[src/rtl/module_lector_banco_registros_if.sv]
// Valid/ready read-out bus between the register-bank reader and its consumer.
// The master side (consumer/controller) drives start, bank and ready; the
// slave side (the reader) drives the word, its index and the status flags.
interface module_lector_banco_registros_if #(
  parameter int WIDTH = 8,
  parameter int DEPTH = 4
);
  localparam int IW = (DEPTH > 1) ? $clog2(DEPTH) : 1;

  logic                   start_i;
  logic [DEPTH*WIDTH-1:0] banco_i;
  logic                   ready_i;
  logic [WIDTH-1:0]       dato_o;
  logic                   valid_o;
  logic [IW-1:0]          indice_o;
  logic                   busy_o;
  logic                   done_o;

  modport master (
    output start_i, banco_i, ready_i,
    input  dato_o, valid_o, indice_o, busy_o, done_o
  );

  modport slave (
    input  start_i, banco_i, ready_i,
    output dato_o, valid_o, indice_o, busy_o, done_o
  );
endinterface

[src/rtl/module_lector_banco_registros.sv]
// Register-bank reader: on start it snapshots the whole bank, then streams the
// words in index order over valid/ready and pulses done after the last beat.
// Outputs are decoded purely from registered state, so ready never reaches
// the outputs combinationally.
module module_lector_banco_registros #(
  parameter int WIDTH = 8,
  parameter int DEPTH = 4
) (
  input  logic clk_i,
  input  logic rst_i,
  module_lector_banco_registros_if.slave bus
);
  localparam int IW = (DEPTH > 1) ? $clog2(DEPTH) : 1;
  localparam logic [IW-1:0] IDX_ZERO = IW'(0);
  localparam logic [IW-1:0] IDX_ONE  = IW'(1);
  localparam logic [IW-1:0] IDX_LAST = IW'(DEPTH - 1);

  typedef enum logic [1:0] {
    ST_IDLE = 2'd0,
    ST_SEND = 2'd1,
    ST_DONE = 2'd2
  } state_t;

  state_t                 state_r, state_s;
  logic [IW-1:0]          idx_r, idx_s;
  logic [DEPTH*WIDTH-1:0] snapshot_r, snapshot_s;

  // State, index and snapshot registers with synchronous reset.
  always_ff @(posedge clk_i) begin
    if (rst_i) begin
      state_r    <= ST_IDLE;
      idx_r      <= IDX_ZERO;
      snapshot_r <= '0;
    end else begin
      state_r    <= state_s;
      idx_r      <= idx_s;
      snapshot_r <= snapshot_s;
    end
  end

  // Next-state logic: accept start only in IDLE, advance the index on each beat.
  always_comb begin
    state_s    = state_r;
    idx_s      = idx_r;
    snapshot_s = snapshot_r;
    case (state_r)
      ST_IDLE: begin
        if (bus.start_i) begin
          snapshot_s = bus.banco_i;
          idx_s      = IDX_ZERO;
          state_s    = ST_SEND;
        end else begin
          state_s    = ST_IDLE;
        end
      end
      ST_SEND: begin
        // valid is always 1 in SEND, so ready alone qualifies a beat
        if (bus.ready_i) begin
          if (idx_r == IDX_LAST) begin
            idx_s   = IDX_ZERO;
            state_s = ST_DONE;
          end else begin
            idx_s   = idx_r + IDX_ONE;
          end
        end else begin
          idx_s = idx_r;
        end
      end
      ST_DONE: begin
        state_s = ST_IDLE;
      end
      default: begin
        state_s = ST_IDLE;
        idx_s   = IDX_ZERO;
      end
    endcase
  end

  // Output decode from registered state; the word bus is zero outside SEND.
  always_comb begin
    bus.dato_o   = '0;
    bus.valid_o  = 1'b0;
    bus.indice_o = IDX_ZERO;
    bus.busy_o   = 1'b0;
    bus.done_o   = 1'b0;
    case (state_r)
      ST_SEND: begin
        bus.valid_o  = 1'b1;
        bus.busy_o   = 1'b1;
        bus.dato_o   = snapshot_r[int'(idx_r)*WIDTH +: WIDTH];
        bus.indice_o = idx_r;
      end
      ST_DONE: begin
        bus.done_o = 1'b1;
        bus.busy_o = 1'b1;
      end
      default: begin
        bus.valid_o = 1'b0;
      end
    endcase
  end
endmodule

[src/flat_wrapper.sv]
// flat-port wrapper written by rule: the top's interface ports become plain ports
module module_lector_banco_registros_flat 
#(
  parameter int WIDTH = 8,
  parameter int DEPTH = 4
)
  (clk_i, rst_i, bus_start_i, bus_banco_i, bus_ready_i, bus_dato_o, bus_valid_o, bus_indice_o, bus_busy_o, bus_done_o);
  module_lector_banco_registros_if #(.WIDTH(WIDTH), .DEPTH(DEPTH)) bus_i ();
  input  logic clk_i;
  input  logic rst_i;
  input wire logic [$bits(bus_i.start_i)-1:0] bus_start_i;
  input wire logic [$bits(bus_i.banco_i)-1:0] bus_banco_i;
  input wire logic [$bits(bus_i.ready_i)-1:0] bus_ready_i;
  output wire logic [$bits(bus_i.dato_o)-1:0] bus_dato_o;
  output wire logic [$bits(bus_i.valid_o)-1:0] bus_valid_o;
  output wire logic [$bits(bus_i.indice_o)-1:0] bus_indice_o;
  output wire logic [$bits(bus_i.busy_o)-1:0] bus_busy_o;
  output wire logic [$bits(bus_i.done_o)-1:0] bus_done_o;
  assign bus_i.start_i = bus_start_i;
  assign bus_i.banco_i = bus_banco_i;
  assign bus_i.ready_i = bus_ready_i;
  assign bus_dato_o = bus_i.dato_o;
  assign bus_valid_o = bus_i.valid_o;
  assign bus_indice_o = bus_i.indice_o;
  assign bus_busy_o = bus_i.busy_o;
  assign bus_done_o = bus_i.done_o;
  module_lector_banco_registros #(.WIDTH(WIDTH), .DEPTH(DEPTH)) u_core (.clk_i(clk_i), .rst_i(rst_i), .bus(bus_i));
endmodule
[config.mk]
export PLATFORM = sky130hd
export DESIGN_NAME = module_lector_banco_registros_flat
export DESIGN_NICKNAME = d
export VERILOG_FILES = /design/src/rtl/module_lector_banco_registros_if.sv /design/src/rtl/module_lector_banco_registros.sv /design/src/flat_wrapper.sv
export SDC_FILE = /design/constraint.sdc
export NUM_CORES = 1
export LEC_CHECK = 0
export ABC_AREA = 1
export CAP_MARGIN = 20
export CORE_MARGIN = 10
export CORE_UTILIZATION = 45
export DETAILED_ROUTE_END_ITERATION = 7
export PLACE_DENSITY = 0.73
export SYNTH_ARGS = -nofsm -noshare
export SYNTH_HDL_FRONTEND = slang
export SYNTH_SLANG_ARGS = --single-unit
[constraint.sdc]
create_clock -name clk_i -period 2.5 [get_ports clk_i]
set_clock_uncertainty 0.1 [all_clocks]
set_input_delay 0.5 -clock clk_i [delete_from_list [all_inputs] [get_ports clk_i]]
set_output_delay 0.5 -clock clk_i [all_outputs]
set_load 0.01 [all_outputs]
==> impl_metrics.json, run 1 <==
{
  "clk_latency_ps": 280,
  "critPathArrivalTime_ps": 1760,
  "drt_iter0_markers": 104,
  "setup_viol": 0,
  "gp_congestion": 0.832,
  "slew_violations": 0,
  "dp_hpwl_um": 3180,
  "min_path_cells": 2,
  "yosys-top-cells-area": "dfxtp_1 (41%), nor2_1 (15%), o21ai_1 (12%), nand2_1 (6.2%), a21oi_1 (5.1%)",
  "syn_area_um2": 1750,
  "tns_ps": 0,
  "r2r_cells": 6,
  "h-tree-depth": 2,
  "ys_seq_area_frac": 0.411,
  "grt_pass1_vias": 1541,
  "cts_inserted_buffers": 5,
  "yosys.area_share.simple": 0.273,
  "die_y_um": 82.4,
  "tightest_slew_ps": 531,
  "hold_path.startpoint": "u_core.snapshot_r[10]$_SDFFE_PP0P_",
  "mostFrequentLayoutCells": "nor2_1 (72), clkdlybuf4s50_1 (48), o21ai_1 (41), dfxtp_1 (36), nand2_1 (29)",
  "initial_utilization": 0.471,
  "layout_commonest_cell": "nor2_1",
  "track_usage": 0.129,
  "std_cell_rows": 22,
  "io-pin-count": 49,
  "status": "complete, no violations",
  "cts_tree": "done",
  "clk_path_buf_depth": 2,
  "wl_per_cell_um": 11.9,
  "cap_viol_max_count": 0,
  "regArea_um2": 721,
  "fin_nets": 343,
  "port_buffers": 48,
  "holdBufCountCts": 0,
  "cp-end-kind": "output port",
  "hold_viol_final": 0,
  "power.leakage_nw": 0.975,
  "path_max_fanout": 14,
  "fp.coreArea_um2": 3720,
  "rsz0062_at_grt": "no",
  "fin_total_pwr_mw": 2.60,
  "yosys-mux-area-fraction": 0,
  "vdd_drop_max_mv": 0.504,
  "grt_max_degree": 37,
  "relSlewSlack": 0.646,
  "multi_input_area_um2": 843,
  "synthAdderAreaFrac": 0.0357,
  "hold-path-endpoint": "u_core.snapshot_r[10]$_SDFFE_PP0P_",
  "cts.clk_slew.worst_paths_ps": 70,
  "synth_xor_area_frac": 0,
  "power_density_nw_per_um2": 1120,
  "totalWireLength_um": 4170,
  "start_kind": "flop",
  "antenna_found_initial": 0,
  "cts_root_buffer": "clkbuf_8",
  "overflow": 0,
  "yosys_warnings": 0,
  "ant_nets": 0,
  "synth_top_family_by_area": "simple AND/OR/NAND/NOR gates",
  "die_w_um": 82.4,
  "syn_area_per_cell_um2": 6.90,
  "r2r_slack_ps": 940,
  "vias": 1658,
  "synth_top_area_frac": 0.411,
  "drc": 0,
  "criticalPathCategory": "flop to output port",
  "synth_cells": 254,
  "r2r-start": "u_core.state_r[1]$_SDFFE_PP0P_",
  "layout_worst_path_cycle_share": 0.944,
  "worstReg2RegEnd": "u_core.state_r[0]$_SDFFE_PP0P_",
  "die-area_um2": 6790,
  "clkSinkCount": 36,
  "antenna_cells": 0,
  "grt_pass1_wl_um": 6940,
  "cp.required_ps": 1900,
  "fin_crit_ps": 2360,
  "firstDrtPassIters": 4,
  "yosysUniqueCellTypes": 19,
  "syn2layout_area_growth_pct": 33.1,
  "yosysTopAreaCell": "dfxtp_1",
  "hold_path_class": "flop to flop",
  "nFillCells": 385,
  "ys_ff_latch": 36,
  "final_layout_size_suffix_gt1_frac": 0.102,
  "synthesis.nets": 295,
  "synth_compound_area_frac": 0.171,
  "avgViaCountPerCell": 4.72,
  "clock.fmax_ghz": 0.424
}
==> worst max-delay path by stage <==
stage | endpoint | from | slack, ps | depth (start not counted)
global placement | bus_dato_o[5] | u_core.state_r[1]$_SDFFE_PP0P_ | 410 | 5
detailed placement | bus_dato_o[5] | u_core.state_r[1]$_SDFFE_PP0P_ | 400 | 5
floorplan | bus_dato_o[4] | u_core.idx_r[0]$_SDFFE_PP0P_ | 930 | 6
CTS | bus_dato_o[5] | u_core.state_r[1]$_SDFFE_PP0P_ | 80 | 5
finish | bus_dato_o[0] | u_core.idx_r[0]$_SDFFE_PP0P_ | 140 | 6
global route | bus_dato_o[7] | u_core.idx_r[0]$_SDFFE_PP0P_ | 3 | 6
==> Yosys cell counts <==
library cell,number
nor2_1,72
o21ai_1,41
dfxtp_1,36
nand2_1,29
inv_1,19
a21oi_1,18
nor2_2,13
buf_2,5
ha_1,5
buf_4,3
inv_2,3
clkbuf_1,2
nand3_1,2
buf_12,1
buf_6,1
buf_8,1
inv_4,1
nand3b_1,1
o21ai_0,1
==> flip-flops by register name, indices dropped and copies added (netlist names) <==
register / count
u_core.snapshot_r: 32
u_core.state_r: 2
u_core.idx_r: 2
==> per-layer routing <==
| layer | part of all wire | vias up | global-route usage |
|---|---|---|---|
| met5 | 0 | - | 0 |
| li1 | - | 891 | - |
| met2 | 0.45 | 51 | 0.204 |
| met3 | 0.064 | 2 | 0.0432 |
| met1 | 0.47 | 714 | 0.154 |
| met4 | 0.0086 | 0 | 0.0578 |
==> cell type report <==
cell class	count	share of cell area
Multi-Input combinational cell	182	0.362
Timing Repair Buffer	54	0.227
Sequential cell	36	0.309
Clock buffer	8	0.0386
Inverter	23	0.0381
Tap cell	48	0.0258
==> kinds of logic (layout without fill, tap and decap cells) <==
group | after synthesis | after routing
adders and majority gates | 5 | 5
AOI/OAI and AO/OA | 60 | 60
buffers and inverters | 36 | 85
DFF | 36 | 36
and+or+nand+nor | 117 | 117
==> metrics by stage <==
step / instances / instance area [um^2] / utilization / hold slack, ps / setup slack [ps]
2_1_floorplan: 254 / 1750 / - / 329 / 932
3_3_place_gp: 343 / 2240 / 0.602 / 343 / 413
3_5_place_dp: 343 / 2240 / 0.602 / 346 / 395
4_1_cts: 351 / 2330 / 0.626 / 355 / 81.6
5_1_grt: 351 / 2330 / 0.628 / 369 / 3.09
6_report: 351 / 2330 / 0.628 / 355 / 139
==> worst max-delay path: stages, from the launching register on <==
cell	delay [ps]
dfxtp_1	350
buf_4	200
nor2_1	60
nor2_1	80
nand2_1	60
a21oi_1	150
clkdlybuf4s50_1	570
==> report_power, final <==
part	internal, mW	switching (mW)	total, mW
clock	0.224	0.190	0.414
combinational	0.557	0.768	1.32
sequential	0.756	0.106	0.861
==> timing repair <==
item / in CTS / in global routing
setup endpoints to repair: 0 / 8
resized for setup: 0 / 3
buffers inserted: 0 / 0
hold endpoints to repair: 0 / 0
Note: power is estimated with default switching activity, not from simulation.
==> run 2: changes to the inputs <==
CORE_UTILIZATION = 51   (was 45)
PLACE_DENSITY = 0.81   (was 0.73)
==> run 2 against run 1 <==
Against the previous run:
- clock power decreased by 22%
- critical endpoint is now bus_dato_o[2]
- final cell count decreased by 0.57%
- non-clock buffer count stayed put
- design area decreased by 0.43%
- combinational power hardly changed
- fmax fell by 1.4%
- wire length is 4.6% higher
- flip-flop and latch count stayed put
- sequential share of layout area grew 0.24 points
- core utilization up 6.8 points
- setup slack lost 34 ps
==> impl_metrics.json, run 2 (same netlist as run 1, synthesis figures left out) <==
{
  "fin_total_pwr_mw": 2.52,
  "ant_nets": 0,
  "hold_path.startpoint": "u_core.snapshot_r[10]$_SDFFE_PP0P_",
  "firstDrtPassIters": 4,
  "overflow": 0,
  "clk_latency_ps": 350,
  "setup_viol": 0,
  "die_y_um": 78.6,
  "cp.required_ps": 1900,
  "path_delay_family": "buffers and inverters",
  "min_path_cells": 2,
  "syn2layout_area_growth_pct": 32.6,
  "cts_inserted_buffers": 5,
  "cp-end-kind": "output port",
  "path_max_fanout": 8,
  "antenna_cells": 0,
  "top_regs": "u_core.snapshot_r (32), u_core.idx_r (2), u_core.state_r (2)",
  "wl_per_cell_um": 12.5,
  "grt_pass1_vias": 1620,
  "final_layout_size_suffix_gt1_frac": 0.109,
  "power_density_nw_per_um2": 1090,
  "final_cell_area_um2": 2320,
  "clkSinkCount": 36,
  "drc": 0,
  "holdBufCountCts": 0,
  "vdd_drop_max_mv": 0.500,
  "path_buf_inv": 3,
  "tightest_slew_ps": 525,
  "r2r_slack_ps": 970,
  "hold_viol_final": 0,
  "power.leakage_nw": 1.08,
  "port_buffers": 48,
  "dp_slack_ps": 339,
  "die_w_um": 78.6,
  "std_cell_rows": 21,
  "critPathMaxStageDelay_ps": 550,
  "avgViaCountPerCell": 4.79,
  "io-pin-count": 49,
  "cap_viol_max_count": 0,
  "tns_ps": 0,
  "critPathArrivalTime_ps": 1800,
  "fin_nets": 343,
  "top_register": "u_core.snapshot_r",
  "antenna_found_initial": 0,
  "status": "complete, no violations",
  "start_kind": "flop",
  "largest_register_ffs": 32,
  "post_cts_buffers": 0,
  "gp_congestion": 0.926,
  "layout_commonest_cell": "nor2_1",
  "dp_cells": 341,
  "cts_root_buffer": "clkbuf_4",
  "clk_path_buf_depth": 2,
  "critPathSlowestCell": "clkdlybuf4s50_1",
  "h-tree-depth": 2,
  "track_usage": 0.141,
  "finalNonFillerCells": 349,
  "initial_utilization": 0.525,
  "vias": 1670,
  "r2r_cells": 6,
  "r2r-start": "u_core.state_r[0]$_SDFFE_PP0P_",
  "fin_ws_ps": 105,
  "layout_worst_path_cycle_share": 0.958,
  "totalWireLength_um": 4360,
  "cts.clk_slew.worst_paths_ps": 100,
  "whs_ps": 359,
  "dp_hpwl_um": 3280,
  "hold-path-endpoint": "u_core.snapshot_r[10]$_SDFFE_PP0P_",
  "die-area_um2": 6180,
  "mostFrequentLayoutCells": "nor2_1 (72), o21ai_1 (41), clkdlybuf4s50_1 (41), dfxtp_1 (34), nand2_1 (29)",
  "clock.fmax_ghz": 0.418,
  "fp.coreArea_um2": 3340,
  "slew_violations": 0,
  "worstPathCellList": "inv_1, ha_2, inv_2, a21oi_1, clkdlybuf4s50_1",
  "hold_path_class": "flop to flop",
  "grt_pass1_wl_um": 7050,
  "cts_tree": "done",
  "worstReg2RegEnd": "u_core.state_r[0]$_SDFFE_PP0P_",
  "fin_crit_ps": 2400,
  "utilization": 0.696,
  "grt_max_degree": 37,
  "criticalPathCategory": "flop to output port",
  "drt_iter0_markers": 71,
  "relSlewSlack": 0.649,
  "placed_area_um2": 2230
}
## run 2: changes by cell type in the layout (fill, tap and decap cells not counted), sizes merged
cell / previous run / this run
dlygate4sd2: 0 / 1
clkdlybuf4s50: 48 / 41
dlymetal6s2s: 0 / 6
## run 2: area by class of cell
| class | instances | area [um^2] |
|---|---|---|
| multi-input combinational | 182 | 843 |
| tap | 46 | 57.6 |
| sequential | 36 | 723 |
| inverter | 23 | 88.8 |
| fill | 305 | 1010 |
| timing repair buffer | 54 | 551 |
| clock buffer | 8 | 58.8 |
## run 2: worst max path at each step
stage | slack (ps) | depth (start not counted) | endpoint | startpoint
final | 100 | 5 | bus_dato_o[2] | u_core.state_r[1]$_SDFFE_PP0P_
after global routing | -0.8 | 6 | bus_dato_o[2] | u_core.idx_r[0]$_SDFFE_PP0P_
after CTS | 40 | 5 | bus_dato_o[2] | u_core.state_r[1]$_SDFFE_PP0P_
after detailed placement | 340 | 5 | bus_dato_o[3] | u_core.state_r[1]$_SDFFE_PP0P_
after global placement | 440 | 5 | bus_dato_o[0] | u_core.state_r[1]$_SDFFE_PP0P_
after floorplan | 930 | 6 | bus_dato_o[4] | u_core.idx_r[0]$_SDFFE_PP0P_
## run 2: power breakdown
group | internal [mW] | switching, mW | total (mW)
Combinational | 0.557 | 0.766 | 1.32
Clock | 0.139 | 0.185 | 0.323
Sequential | 0.759 | 0.117 | 0.875
## run 2: metal layers
| layer | global-route usage | routed length (um) | up-vias |
|---|---|---|---|
| li1 | - | - | 895 |
| met1 | 0.154 | 1960 | 705 |
| met2 | 0.224 | 1940 | 55 |
| met3 | 0.0547 | 290 | 15 |
| met4 | 0.0950 | 175 | 0 |
| met5 | 0 | 0 | - |
## run 2: worst register-to-register path, stage by stage, from the launching register on
cell,delay [ps]
dfxtp_1,350
inv_1,90
ha_1,200
nand2_1,150
inv_2,350
o21ai_1,130
nor2_1,100
## run 2: repair_timing
action	4_1_cts	5_1_grt
resized for setup	3	11
endpoints found under the hold margin	0	0
pin swaps	0	0
endpoints found under the setup margin	8	7
